[src/rtl/dac_ramp_ctrl.sv]
// DAC code slew controller: accepts a target setpoint over valid/ready and walks
// dac_code toward it by at most STEP codes every PRESCALE clocks.
//
//   state | meaning
//   ------+----------------------------------------------------------
//   IDLE  | holding dac_code, ready for a new setpoint
//   RAMP  | stepping dac_code toward target on each prescaler wrap
module dac_ramp_ctrl #(
    parameter int WIDTH    = 4,
    parameter int PRESCALE = 1000,
    parameter int STEP     = 1
) (
    input  logic             clk,
    input  logic             n_reset,
    input  logic             set_valid,
    output logic             set_ready,
    input  logic [WIDTH-1:0] set_code,
    input  logic             abort,
    output logic [WIDTH-1:0] dac_code,
    output logic             busy,
    output logic             done,
    output logic             at_target
);

    localparam int              PW       = (PRESCALE > 1) ? $clog2(PRESCALE) : 1;
    localparam logic [PW-1:0]   PRE_LAST = PW'(PRESCALE - 1);
    localparam logic [WIDTH:0]  STEP_W   = (WIDTH + 1)'(STEP);

    typedef enum logic {
        IDLE = 1'b0,
        RAMP = 1'b1
    } state_t;

    state_t           r_state, w_state_nxt;
    logic [WIDTH-1:0] r_dac_code, w_dac_code_nxt;
    logic [WIDTH-1:0] r_target, w_target_nxt;
    logic [PW-1:0]    r_prescale, w_prescale_nxt;
    logic             r_done, w_done_nxt;

    logic             w_tick;
    logic [WIDTH:0]   w_diff;
    logic             w_neg;
    logic [WIDTH:0]   w_mag;
    logic [WIDTH:0]   w_step;
    logic [WIDTH-1:0] w_stepped;
    logic             w_reach;

    // Signed distance to target at WIDTH+1 bits; the step is clamped to it so the
    // code can never overshoot or wrap.
    assign w_tick    = (r_prescale == PRE_LAST);
    assign w_diff    = {1'b0, r_target} - {1'b0, r_dac_code};
    assign w_neg     = w_diff[WIDTH];
    assign w_mag     = w_neg ? (~w_diff + (WIDTH + 1)'(1)) : w_diff;
    assign w_step    = (w_mag > STEP_W) ? STEP_W : w_mag;
    assign w_reach   = (w_step == w_mag);
    assign w_stepped = w_neg ? (r_dac_code - w_step[WIDTH-1:0])
                             : (r_dac_code + w_step[WIDTH-1:0]);

    always_ff @(posedge clk or negedge n_reset) begin
        if (!n_reset) begin
            r_state    <= IDLE;
            r_dac_code <= '0;
            r_target   <= '0;
            r_prescale <= '0;
            r_done     <= 1'b0;
        end else begin
            r_state    <= w_state_nxt;
            r_dac_code <= w_dac_code_nxt;
            r_target   <= w_target_nxt;
            r_prescale <= w_prescale_nxt;
            r_done     <= w_done_nxt;
        end
    end

    always_comb begin
        w_state_nxt    = r_state;
        w_dac_code_nxt = r_dac_code;
        w_target_nxt   = r_target;
        w_prescale_nxt = r_prescale;
        w_done_nxt     = 1'b0;
        unique case (r_state)
            IDLE: begin
                if (set_valid) begin
                    w_target_nxt = set_code;
                    if (set_code == r_dac_code) begin
                        w_done_nxt = 1'b1;
                    end else begin
                        w_state_nxt    = RAMP;
                        w_prescale_nxt = '0;
                    end
                end
            end
            RAMP: begin
                // Abort wins over a coincident tick: the code freezes where it is.
                if (abort) begin
                    w_state_nxt    = IDLE;
                    w_target_nxt   = r_dac_code;
                    w_prescale_nxt = '0;
                end else if (w_tick) begin
                    w_prescale_nxt = '0;
                    w_dac_code_nxt = w_stepped;
                    if (w_reach) begin
                        w_state_nxt = IDLE;
                        w_done_nxt  = 1'b1;
                    end
                end else begin
                    w_prescale_nxt = r_prescale + PW'(1);
                end
            end
            default: begin
                w_state_nxt = IDLE;
            end
        endcase
    end

    assign set_ready = (r_state == IDLE);
    assign busy      = (r_state == RAMP);
    assign at_target = (r_dac_code == r_target);
    assign dac_code  = r_dac_code;
    assign done      = r_done;

endmodule

[config.mk]
export PLATFORM = sky130hd
export DESIGN_NAME = dac_ramp_ctrl
export DESIGN_NICKNAME = d
export VERILOG_FILES = /design/src/rtl/dac_ramp_ctrl.sv
export SDC_FILE = /design/constraint.sdc
export NUM_CORES = 1
export LEC_CHECK = 0
export CORE_ASPECT_RATIO = 0.9
export CORE_MARGIN = 3
export CORE_UTILIZATION = 50
export CTS_CLUSTER_DIAMETER = 60
export DETAILED_ROUTE_END_ITERATION = 16
export HOLD_SLACK_MARGIN = 0.12
export PLACE_DENSITY = 0.78
export SLEW_MARGIN = 25
export SYNTH_ARGS = -nofsm -noshare
export SYNTH_HDL_FRONTEND = slang
export SYNTH_SLANG_ARGS = --single-unit
[constraint.sdc]
create_clock -name clk -period 4.2 [get_ports clk]
set_clock_uncertainty 0.1 [all_clocks]
set_input_delay 0.84 -clock clk [delete_from_list [all_inputs] [get_ports clk]]
set_output_delay 0.84 -clock clk [all_outputs]
set_load 0.02 [all_outputs]
==> results of run 1 <==
synth_stat cells, types with 5 or more instances:
| master | n | share of area (%) |
|---|---|---|
| clkbuf_1 | 5 | 1.3 |
| mux2i_1 | 5 | 3.4 |
| nor2_1 | 7 | 1.8 |
| ha_1 | 10 | 8.6 |
| xnor2_1 | 6 | 3.6 |
| o21ai_0 | 18 | 6.2 |
| a21oi_1 | 6 | 2.1 |
| nand3_1 | 7 | 2.4 |
| nand2_1 | 14 | 3.6 |
| dfrtp_1 | 20 | 34 |
| inv_1 | 12 | 3.1 |
power breakdown:
| group | leakage, nW | total (mW) | internal, mW | switching, mW |
|---|---|---|---|---|
| Combinational | 0.532 | 0.857 | 0.456 | 0.400 |
| Sequential | 0.261 | 0.268 | 0.223 | 0.0448 |
| Clock | 0.0138 | 0.0925 | 0.0334 | 0.0591 |
| Total | 0.807 | 1.22 | 0.713 | 0.504 |
sequential cells by signal, summed over array words and instances (netlist names):
register    cells
dac_code        4
busy            1
r_target        4
done            1
r_prescale     10
layer usage:
layer | vias up | part of all wire (%)
met5 | - | 0
met4 | 0 | 2.5
met3 | 13 | 6.8
met2 | 60 | 48
met1 | 644 | 43
li1 | 638 | -
critical path: stages, from the launching register on:
cell	delay (ns)
dfrtp_1	0.42
inv_1	0.08
ha_2	0.18
inv_2	0.04
fa_2	0.60
inv_2	0.06
ha_4	0.17
o21ai_0	0.26
o22ai_2	0.12
a211oi_2	0.20
mux2i_1	0.15
buf_4	0.16
buf_4	0.12
buf_4	0.12
buf_4	0.12
buf_4	0.12
buf_4	0.13
buf_4	0.12
buf_4	0.12
buf_4	0.12
buf_4	0.12
buf_4	0.12
buf_4	0.12
buf_4	0.12
nand2_1	0.05
o211ai_1	0.08
worst max-delay path by stage:
stage / to / slack (ns)
after global placement: dac_code[3] / 0.12
after detailed placement: dac_code[3] / -0.09
after floorplan: dac_code[3] / 0.19
final: busy / -0.08
after CTS: dac_code[3] / 0.008
after global routing: dac_code[3] / -0.20
layout make-up:
| class | instances | area (um2) |
|---|---|---|
| multi-input cells | 124 | 1000 |
| flip-flops and latches | 20 | 500 |
| inverters | 12 | 47.5 |
| clock buffers | 3 | 22.5 |
| fillers | 188 | 693 |
| well taps | 38 | 47.5 |
| repair buffers | 35 | 300 |
repair_timing:
action,in CTS,in global routing
resized for setup,5,20
setup endpoints to repair,1,3
setup buffers,12,3
pin swaps,3,9
hold endpoints to repair,0,0
logic make-up after synthesis:
group / Yosys count / share of synthesized area (%)
xor+xnor: 11 / 7.11
fa+ha+maj: 12 / 11.3
other cells: 1 / 0.257
flops: 20 / 34.2
compound gates: 42 / 18.3
mux: 5 / 3.42
simple gates: 53 / 19.9
buf+inv: 19 / 5.48
==> flow_metrics.py, run 1 <==
metrics = {
    "cells_and_area": {
        "fin_area_um2": 1920,
        "drive_above_1_share_pct": 24.7,
        "final_core_utilization_pct": 73.5,
        "diodes": 0,
        "mostFrequentLayoutCells": "dfrtp_1, buf_4, o21ai_0",
        "finalNonFillerCells": 232,
        "nets": 216,
        "area.growth.synth_to_final_pct": 31.6,
    },
    "job": {
        "maxCapViolations": 0,
    },
    "placement": {
        "place.gp.congestion": 0.919,
        "dp.cells": 214,
        "dpl_cell_area_um2": 1660,
        "numPortBuffers": 15,
        "dp_slack_ns": -0.0892,
        "post-dp-hpwl_um": 2510,
    },
    "floorplan": {
        "rows": 17,
        "ios": 16,
        "coreArea_um2": 2620,
        "dieWidth_um": 63.0,
        "die-area_um2": 3610,
        "die_y_um": 57.3,
        "start_util_pct": 55.9,
    },
    "worst_setup_path": {
        "critPathLaunch": "r_target[0]",
        "r2r-start": "r_target[0]",
        "timing.rr.end": "busy",
        "path_max_fanout": 4,
        "required_ns": 4.26,
        "start_kind": "flop",
        "r2r_cells": 25,
        "crit_type": "reg -> reg",
        "cp-end-kind": "flop",
        "ff2ff_setup_slack_ns": -0.08,
        "arrival_ns": 4.33,
    },
    "grt": {
        "grt_max_degree": 21,
        "grt_pass1_wl_um": 6470,
        "use_met1_pct": 27.5,
        "met3_usage_pct": 4.92,
        "grt_pass1_vias": 1345,
        "grt_overflow": 0,
        "grtUsageMet2_pct": 41.2,
        "antenna_found_initial": 0,
        "top_usage_layer": "met2",
        "grtUsageTotal_pct": 22.8,
    },
    "min_path": {
        "hp-start": "r_prescale[7]",
        "whs_path_depth": 1,
        "worstHoldPathType": "reg -> reg",
        "hold_end": "r_prescale[7]",
    },
    "logic_synthesis": {
        "synth_edf_count": 0,
        "synth_flop_cell": "dfrtp_1",
        "synth_area_um2": 1460,
        "avgSynthCellArea_um2": 8.97,
        "ys_async_sr_fraction_pct": 100,
        "ys_seq_area_share_pct": 34.2,
        "synth.distinct_cells": 39,
        "ys_seq_elements": 20,
        "syn_inst": 163,
        "ys.warnings.count": 0,
        "synth_nets": 183,
    },
    "routing": {
        "wl_per_cell_um": 16.9,
        "route.detailed.drc": 0,
        "via_per_inst": 5.84,
        "ant_nets": 0,
        "drt-total-wl_um": 3920,
        "drtIter0Drc": 131,
        "vias": 1355,
        "drtPass1Iterations": 4,
    },
    "timing": {
        "finalWorstSetupSlack_ns": -0.0768,
        "finalSetupViolCount": 3,
        "fmaxAchievable_ghz": 0.234,
        "fin_setup_tns_ns": -0.170,
        "finalHoldViolCount": 0,
        "finalCriticalPeriod_ns": 4.28,
        "tightest_slew_ns": 0.921,
        "maxSlewHeadroom_pct": 38.4,
        "drv_slew": 0,
        "finalCritPeriodShare_pct": 102,
        "holdWs_ns": 0.420,
        "rsz0062_at_grt": "yes",
    },
    "run_status": {
        "outcome": "complete, but fails checks",
        "violations": "negative setup slack",
    },
    "clock_tree": {
        "cts.root.buffer_cell": "clkbuf_4",
        "clock_latency_ns": 0.30,
        "cts.clk_slew.worst_paths_ns": 0.11,
        "postCtsHoldBufs": 0,
        "numCtsBuffers": 3,
        "cts_tree": "yes",
        "cts_buffer_depth": 2,
        "clock-sinks": 20,
        "cts-htree-levels": 1,
    },
    "pwr": {
        "p_leak_nw": 0.807,
        "p_total_mw": 1.22,
        "ir_drop_mv": 0.341,
        "power_density_nw_per_um2": 633,
    },
}
Power figures use the tool's default switching activity.
==> inputs of run 2 (changes only) <==
- GPL_ROUTABILITY_DRIVEN: default -> 0
==> results of run 2 <==
No change in the layout: final DEF, timing and power equal those of run 1.
==> inputs of run 3 (changes only) <==
- TNS_END_PERCENT: default -> 50
==> run 3 against run 2 <==
Sequential power hardly changed. Critical path depth stayed put. Clock-buffer cell count stayed put. The run still ends with negative setup slack left. Non-clock buffer count stayed put. Fmax stayed put. Via count stayed put. Die area stayed put. Sequential cell count stayed put. Cell count stayed put. Largest cell class unchanged. Total power stayed put.
==> flow_metrics.py, run 3 (synthesized netlist as in run 1, its figures left out) <==
metrics = {
    "worst_setup_path": {
        "required_ns": 4.26,
        "path_max_fanout": 4,
        "start_kind": "flop",
        "crit_type": "reg -> reg",
        "critPathSlowestCell": "fa_2",
        "crit_path_frequent_cell": "buf_4",
        "critPathMaxStageDelay_ns": 0.60,
        "cp-end-kind": "flop",
        "arrival_ns": 4.33,
    },
    "pwr": {
        "intPower_mw": 0.713,
        "p_clk_share_pct": 7.6,
        "ir_drop_mv": 0.341,
        "p_total_mw": 1.22,
        "power.net_switching_mw": 0.504,
        "p_sw_share_pct": 41.4,
        "p_leak_nw": 0.807,
        "power_frac_comb_pct": 70.4,
        "power_density_nw_per_um2": 633,
        "seqPwrFrac_pct": 22.0,
    },
    "placement": {
        "dpl_cell_area_um2": 1660,
        "dp.cells": 214,
        "dp_slack_ns": -0.0892,
        "numPortBuffers": 15,
        "post-dp-hpwl_um": 2510,
    },
    "routing": {
        "drtIter0Drc": 131,
        "route.detailed.drc": 0,
        "ant_nets": 0,
        "drt-total-wl_um": 3920,
        "vias": 1355,
        "via_per_inst": 5.84,
        "drtPass1Iterations": 4,
        "wl_per_cell_um": 16.9,
    },
    "grt": {
        "grt_pass1_vias": 1345,
        "grt_overflow": 0,
        "grt_max_degree": 21,
        "antenna_found_initial": 0,
        "grt_pass1_wl_um": 6470,
        "grtUsageTotal_pct": 22.8,
    },
    "clock_tree": {
        "cts-htree-levels": 1,
        "numCtsBuffers": 3,
        "postCtsHoldBufs": 0,
        "clock-sinks": 20,
        "cts.root.buffer_cell": "clkbuf_4",
        "cts.clk_slew.worst_paths_ns": 0.11,
        "clock_latency_ns": 0.30,
        "cts_tree": "yes",
        "cts_buffer_depth": 2,
    },
    "cells_and_area": {
        "nFillCells": 188,
        "mostFrequentLayoutCells": "dfrtp_1, buf_4, o21ai_0",
        "diodes": 0,
        "drive_above_1_share_pct": 24.7,
        "area.growth.synth_to_final_pct": 31.6,
        "final_core_utilization_pct": 73.5,
        "finalNonFillerCells": 232,
        "largest_register": "r_prescale",
        "largest_reg_flops": 10,
        "fin_area_um2": 1920,
        "nets": 216,
    },
    "timing": {
        "finalSetupViolCount": 3,
        "drv_slew": 0,
        "finalHoldViolCount": 0,
        "fin_setup_tns_ns": -0.170,
        "finalWorstSetupSlack_ns": -0.0768,
        "fmaxAchievable_ghz": 0.234,
        "maxSlewHeadroom_pct": 38.4,
        "holdWs_ns": 0.420,
        "rsz0062_at_grt": "yes",
        "finalCritPeriodShare_pct": 102,
        "finalCriticalPeriod_ns": 4.28,
        "tightest_slew_ns": 0.921,
    },
    "floorplan": {
        "ios": 16,
        "die_y_um": 57.3,
        "rows": 17,
        "dieWidth_um": 63.0,
        "die-area_um2": 3610,
        "coreArea_um2": 2620,
        "start_util_pct": 55.9,
    },
    "job": {
        "maxCapViolations": 0,
    },
    "run_status": {
        "violations": "negative setup slack",
        "outcome": "complete, but fails checks",
    },
    "min_path": {
        "worstHoldPathType": "reg -> reg",
    },
}
## run 3: cell counts in the layout (fill, tap and decap cells not counted)
No cell type changed its count.
## run 3: layout make-up
type,instances,area (um2),share of cell area (%)
inverter,12,47.5,2.47
multi-input combinational,124,1000,52.2
clock buffer,3,22.5,1.17
sequential,20,500,26.0
tap,38,47.5,2.47
timing repair buffer,35,300,15.6
## run 3: repair_timing
item                       in CTS  in global routing
setup endpoints to repair       1                  3
pin swaps                       3                  9
resized for setup               5                 20
buffers inserted               12                  3
## run 3: power by group through the flow
stage	clock [mW]	sequential (mW)	combinational [mW]
detailed placement	0	0.268	0.495
global placement	0	0.266	0.467
finish	0.0925	0.268	0.857
global route	0.103	0.272	0.933
floorplan	0	0.254	0.377
CTS	0.0933	0.266	0.667
## run 3: critical path: cells and delay by family (launching register included)
family / cells / cell delay (ns)
buffers and inverters: 16 / 1.79
DFF: 1 / 0.42
and+or+nand+nor: 1 / 0.05
adders and majority gates: 3 / 0.95
AOI/OAI and AO/OA: 4 / 0.66
muxes: 1 / 0.15
## run 3: metal layers
metal  share of wire (%)  track usage, %
met2                  48            41.2
met1                  43            27.5
met4                 2.5            5.97
met3                 6.8            4.92
met5                   0               0
## run 3: worst paths after layout
| path | start | end | slack [ns] | cells past startpoint |
|---|---|---|---|---|
| max reg2reg | r_target[0] | busy | -0.08 | 25 |
| max in group asynchronous | n_reset | dac_code[3] | 2.50 | 1 |
| max | r_target[0] | busy | -0.08 | 25 |
| min | r_prescale[7] | r_prescale[7] | 0.42 | 1 |
| min reg2reg | r_prescale[7] | r_prescale[7] | 0.42 | 1 |
| min in group asynchronous | n_reset | r_target[3] | 0.95 | 1 |
